--- config.mk ---
export PLATFORM = sky130hd
export DESIGN_NAME = uart_tx_arbiter
export DESIGN_NICKNAME = d
export VERILOG_FILES = /design/src/rtl/uart_pkg.sv /design/src/rtl/rr_pick.sv /design/src/rtl/uart_tx_arbiter.sv
export SDC_FILE = /design/constraint.sdc
export NUM_CORES = 1
export LEC_CHECK = 0
export ABC_AREA = 1
export CORE_MARGIN = 2
export CORE_UTILIZATION = 49
export CTS_CLUSTER_SIZE = 25
export DETAILED_ROUTE_END_ITERATION = 7
export PLACE_DENSITY = 0.92
export SLEW_MARGIN = 20
export SYNTH_ARGS = -nofsm -noshare
export SYNTH_HDL_FRONTEND = slang
export SYNTH_SLANG_ARGS = --single-unit
--- constraint.sdc ---
create_clock -name clk_3125 -period 2.22 [get_ports clk_3125]
set_clock_uncertainty 0.2 [all_clocks]
set_input_delay 0.444 -clock clk_3125 [delete_from_list [all_inputs] [get_ports clk_3125]]
set_output_delay 0.444 -clock clk_3125 [all_outputs]
set_load 0.05 [all_outputs]
--- src/rtl/uart_pkg.sv ---
// Shared UART definitions: bit timing used by uart_tx/uart_rx and the
// transmit arbiter state encoding.
package uart_pkg;

  localparam int CLKS_PER_BIT = 27;
  localparam int FRAME_CLKS   = 297;

  typedef enum logic [1:0] {
    IDLE      = 2'd0,
    LAUNCH    = 2'd1,
    WAIT_DONE = 2'd2,
    GAP       = 2'd3
  } arb_state_e;

  function automatic int max2(input int a, input int b);
    return (a > b) ? a : b;
  endfunction

endpackage

--- src/rtl/rr_pick.sv ---
// Combinational round-robin picker: first set request bit searching upward
// from last_grant+1 with wrap-around.
module rr_pick
  import uart_pkg::*;
#(
  parameter int NUM_REQ = 4,
  parameter int IDW     = $clog2(NUM_REQ)
) (
  input  logic [NUM_REQ-1:0] req,
  input  logic [IDW-1:0]     last_grant,
  output logic [IDW-1:0]     winner,
  output logic               any_valid
);

  logic [IDW-1:0] idx;

  // Scan from the farthest candidate down so the nearest successor is written last.
  always_comb begin
    winner    = '0;
    any_valid = 1'b0;
    idx       = '0;
    for (int k = NUM_REQ; k >= 1; k--) begin
      idx = IDW'((int'(last_grant) + k) % NUM_REQ);
      if (req[idx]) begin
        winner    = idx;
        any_valid = 1'b1;
      end
    end
  end

endmodule

--- src/rtl/uart_tx_arbiter.sv ---
// Round-robin scheduler sharing one uart_tx between NUM_REQ byte producers:
// grant, launch, wait for done (with timeout abort), then inter-frame gap.
module uart_tx_arbiter
  import uart_pkg::*;
#(
  parameter int NUM_REQ        = 4,
  parameter int TIMEOUT_CYCLES = 512,
  parameter int GAP_CYCLES     = 27,
  localparam int IDW           = $clog2(NUM_REQ)
) (
  input  logic                   clk_3125,
  input  logic                   rst_n,
  input  logic                   enable,
  input  logic [NUM_REQ-1:0]     req_valid,
  input  logic [8*NUM_REQ-1:0]   req_data,
  output logic [NUM_REQ-1:0]     req_ready,
  output logic                   tx_start,
  output logic [7:0]             tx_data,
  input  logic                   tx_done,
  output logic [IDW-1:0]         grant_id,
  output logic                   busy,
  output logic                   timeout_err,
  output logic [7:0]             err_count,
  output logic [1:0]             state_dbg
);

  // Handshake: req_valid is sampled only in IDLE. When requester i wins at an
  // edge, its byte is captured at that edge and req_ready[i] is high for the
  // following cycle; the producer drops or updates req_valid[i] in that cycle.

  localparam int CW = $clog2(max2(TIMEOUT_CYCLES, GAP_CYCLES) + 1);
  localparam logic [CW-1:0] TMO_LAST = CW'(TIMEOUT_CYCLES - 1);
  localparam logic [CW-1:0] GAP_LAST = CW'(GAP_CYCLES - 1);

  arb_state_e         state_q, state_d;
  logic [CW-1:0]      cnt_q, cnt_d;
  logic [IDW-1:0]     last_q, last_d;
  logic [IDW-1:0]     grant_q, grant_d;
  logic [7:0]         data_q, data_d;
  logic [7:0]         err_q, err_d;
  logic [NUM_REQ-1:0] ready_q, ready_d;
  logic               start_q, start_d;
  logic               tmo_q, tmo_d;
  logic [IDW-1:0]     winner;
  logic               any_valid;

  rr_pick #(
    .NUM_REQ (NUM_REQ),
    .IDW     (IDW)
  ) u_rr_pick (
    .req        (req_valid),
    .last_grant (last_q),
    .winner     (winner),
    .any_valid  (any_valid)
  );

  always_comb begin
    state_d = state_q;
    cnt_d   = cnt_q;
    last_d  = last_q;
    grant_d = grant_q;
    data_d  = data_q;
    err_d   = err_q;
    ready_d = '0;
    start_d = 1'b0;
    tmo_d   = 1'b0;
    case (state_q)
      IDLE: begin
        if (enable && any_valid) begin
          data_d  = req_data[{winner, 3'b000} +: 8];
          grant_d = winner;
          ready_d = NUM_REQ'(1) << winner;
          state_d = LAUNCH;
        end
      end
      LAUNCH: begin
        start_d = 1'b1;
        cnt_d   = '0;
        state_d = WAIT_DONE;
      end
      WAIT_DONE: begin
        // A done arriving on the timeout cycle still counts as success.
        if (tx_done) begin
          last_d  = grant_q;
          cnt_d   = '0;
          state_d = (GAP_CYCLES == 0) ? IDLE : GAP;
        end else if (cnt_q == TMO_LAST) begin
          tmo_d   = 1'b1;
          if (err_q != 8'hFF) err_d = err_q + 8'd1;
          last_d  = grant_q;
          cnt_d   = '0;
          state_d = (GAP_CYCLES == 0) ? IDLE : GAP;
        end else begin
          cnt_d = cnt_q + 1'b1;
        end
      end
      GAP: begin
        if (cnt_q == GAP_LAST) state_d = IDLE;
        else                   cnt_d   = cnt_q + 1'b1;
      end
      default: state_d = IDLE;
    endcase
  end

  always_ff @(posedge clk_3125 or negedge rst_n) begin
    if (!rst_n) begin
      state_q <= IDLE;
      cnt_q   <= '0;
      last_q  <= IDW'(NUM_REQ - 1);
      grant_q <= '0;
      data_q  <= '0;
      err_q   <= '0;
      ready_q <= '0;
      start_q <= 1'b0;
      tmo_q   <= 1'b0;
    end else begin
      state_q <= state_d;
      cnt_q   <= cnt_d;
      last_q  <= last_d;
      grant_q <= grant_d;
      data_q  <= data_d;
      err_q   <= err_d;
      ready_q <= ready_d;
      start_q <= start_d;
      tmo_q   <= tmo_d;
    end
  end

  assign req_ready   = ready_q;
  assign tx_start    = start_q;
  assign tx_data     = data_q;
  assign grant_id    = grant_q;
  assign busy        = (state_q != IDLE);
  assign timeout_err = tmo_q;
  assign err_count   = err_q;
  assign state_dbg   = state_q;

endmodule

==> results.py <==
metrics = {
    "yosys": {
        "synth.area.top_cells": "dfrtp_1, nand2_1, inv_1, nand3_1, nand2_2",
        "synth.cell_area_sq_um": 2520,
        "synth-main-ff-cell": "dfrtp_1",
        "synth_seq_cells": 38,
        "ys_warn_count": 0,
        "synth_top_cell_by_area": "dfrtp_1",
        "syn_nets": 400,
        "synth_edf_count": 0,
        "syn_avg_cell_area_sq_um": 7.14,
        "yosysUniqueCellTypes": 33,
        "yosysMostFrequentCell": "nand2_1",
        "synth_commonest_cells": "nand2_1, inv_1, nand3_1, dfrtp_1, o21ai_0",
        "ys_seq_area_share_pct": 37.9,
        "synthCells": 353,
        "synthArstFlopShare_pct": 100,
        "synth_top_area_share_pct": 35.8,
    },
    "setup_path": {
        "cp.arrival_ns": 1.53,
        "crit_chain": "clkdlybuf4s50_1",
        "critical_path.startpoint_type": "register",
        "cpPeakStageDelay_ns": 0.83,
        "crit_path_top_delay_cell": "clkdlybuf4s50_1",
        "worst_setup_path_end_kind": "primary output",
        "required_ns": 1.58,
        "path_class": "reg -> out",
        "crit_family": "buffers and inverters",
        "crit_buf_inv": 1,
        "critPathMaxFanout": 4,
    },
    "die": {
        "die_area_sq_um": 5730,
        "die_width_um": 75.7,
        "io_pins": 67,
        "num_rows": 26,
        "coreArea_sq_um": 5040,
        "start_util_pct": 50.0,
        "fp.dieH_um": 75.7,
    },
    "cts": {
        "cts_tree": "done",
        "clkSlewWorstSetupHoldPaths_ns": 0.07,
        "clock_latency_ns": 0.29,
        "clockBufferDepth": 2,
        "cts_sinks": 38,
        "root_buffer": "clkbuf_8",
        "cts_buffers": 5,
        "h-tree-depth": 2,
    },
    "route": {
        "drt_iter0_drc": 157,
        "via_per_inst": 4.99,
        "remaining_drc_errors": 0,
        "wirelength_mm": 6.43,
        "antenna_left": 0,
        "vias": 2554,
        "drt_pre_antenna_iters": 7,
        "wl_per_cell_um": 12.6,
    },
    "global_route": {
        "grt_max_degree": 18,
        "grt_overflow_total": 0,
        "track_usage_pct": 22.6,
        "antenna_found_initial": 0,
        "grt_pass1_vias": 2337,
        "grt_pass1_wl_mm": 9.98,
    },
    "placed_design": {
        "dpl.hpwl_mm": 4.83,
        "preCtsSetupSlack_ns": -0.187,
        "gp_congestion": 0.912,
        "port-buffer-count": 66,
    },
    "sta": {
        "final_hold_viol_count": 0,
        "final-setup-viol-count": 0,
        "fin_crit_sh_pct": 98.1,
        "fmax_mhz": 459,
        "worst_pin_slew_ns": 0.513,
        "drv_slew": 0,
        "slew_headroom_pct": 65.7,
        "timing.hold.ws_ns": 0.300,
        "min_period_ns": 2.18,
        "layout_setup_ws_ns": 0.0427,
    },
    "flow_run": {
        "drv_cap": 0,
    },
    "finish": {
        "nets": 488,
        "diodes": 0,
        "drive_gt1_share_pct": 16.1,
        "multi_input_area_sq_um": 1290,
        "fillers": 387,
        "seq_area_sq_um": 956,
        "area_delta_synth_final_pct": 41.1,
    },
    "worst_hold_path": {
        "hold_path_class": "reg -> reg",
    },
    "outcome": {
        "status": "finished, final reports clean",
    },
    "power": {
        "leakage_nw": 1.89,
        "vdd_drop_max_v": 0.000200,
        "power_density_nw_per_um2": 414,
    },
}
==> what timing repair did <==
item | in CTS | in global routing
hold endpoints to repair | 9 | 0
resized for setup | 0 | 16
endpoints found under the setup margin | 0 | 23
setup buffers | 0 | 4
hold buffers | 1 | 0
==> cell families (layout without fill, tap and decap cells) <==
group	Yosys count	after routing	synth area share [%]
adders and majority gates	7	7	3.48
xor gates and xnor gates	7	7	2.43
buffers and inverters	75	164	12.5
AOI/OAI and AO/OA	26	26	5.71
and+or+nand+nor	200	200	38.0
DFF	38	38	37.9
==> per-stage QoR <==
step	TNS [ns]	utilization [%]	power, mW	instance area [sq um]	std cells
after floorplan	0	-	0.853	2520	353
after global placement	-1.34	66.5	0.979	3350	498
after detailed placement	-2.20	66.5	0.984	3350	498
after CTS	0	68.6	1.47	3460	507
after global routing	-0.101	70.5	1.53	3550	512
final	0	70.5	1.47	3550	512
==> state kept, by name, indices dropped and copies added, names as in the netlist, 2 cells and up <==
register	count
cnt_q	10
err_count	8
grant_id	2
last_q	2
req_ready	4
state_dbg	2
tx_data	8
==> placed cells by master, fill, tap and decap left out, drive strengths merged, types with 5 or more instances in the layout <==
master         count
buf               21
clkbuf             7
clkdlybuf4s50     59
dfrtp             36
ha                 7
inv               67
nand2            121
nand3             48
nand4              6
nor2              17
nor3               6
o21ai             18
xor2               5
==> final timing paths <==
check / startpoint / end / slack, ns / cells after the start
max: err_count[6]$_DFFE_PN0P_ / err_count[6] / 0.04 / 1
min: tx_data[7]$_DFFE_PN0P_ / tx_data[7]$_DFFE_PN0P_ / 0.30 / 2
min in group asynchronous: rst_n / cnt_q[4]$_DFFE_PN0P_ / 0.35 / 2
max reg2reg: last_q[0]$_DFFE_PN1P_ / tx_data[5]$_DFFE_PN0P_ / 0.12 / 14
min reg2reg: tx_data[7]$_DFFE_PN0P_ / tx_data[7]$_DFFE_PN0P_ / 0.30 / 2
max in group asynchronous: rst_n / last_q[0]$_DFFE_PN1P_ / 0.91 / 3
==> layer usage <==
layer	global-route usage, %	vias up	share of wire (%)
li1	-	1274	-
met1	29.4	1185	42
met2	38.8	87	52
met3	2.78	8	4.8
met4	8.38	0	1.3
met5	0	-	0
==> layout make-up <==
class,count,share of cell area [%]
sequential,38,26.9
clock inverter,2,0.352
inverter,69,7.50
timing repair inverter,1,0.211
tap,70,2.46
multi-input combinational,240,36.2
timing repair buffer,86,24.0
clock buffer,6,2.32
==> power breakdown <==
| part | internal (mW) | switching [mW] | total (mW) |
|---|---|---|---|
| clock | 0.249 | 0.236 | 0.486 |
| sequential | 0.701 | 0.00556 | 0.707 |
| combinational | 0.132 | 0.146 | 0.278 |
| total | 1.08 | 0.388 | 1.47 |
No activity file was read; power rests on OpenSTA's default activity.
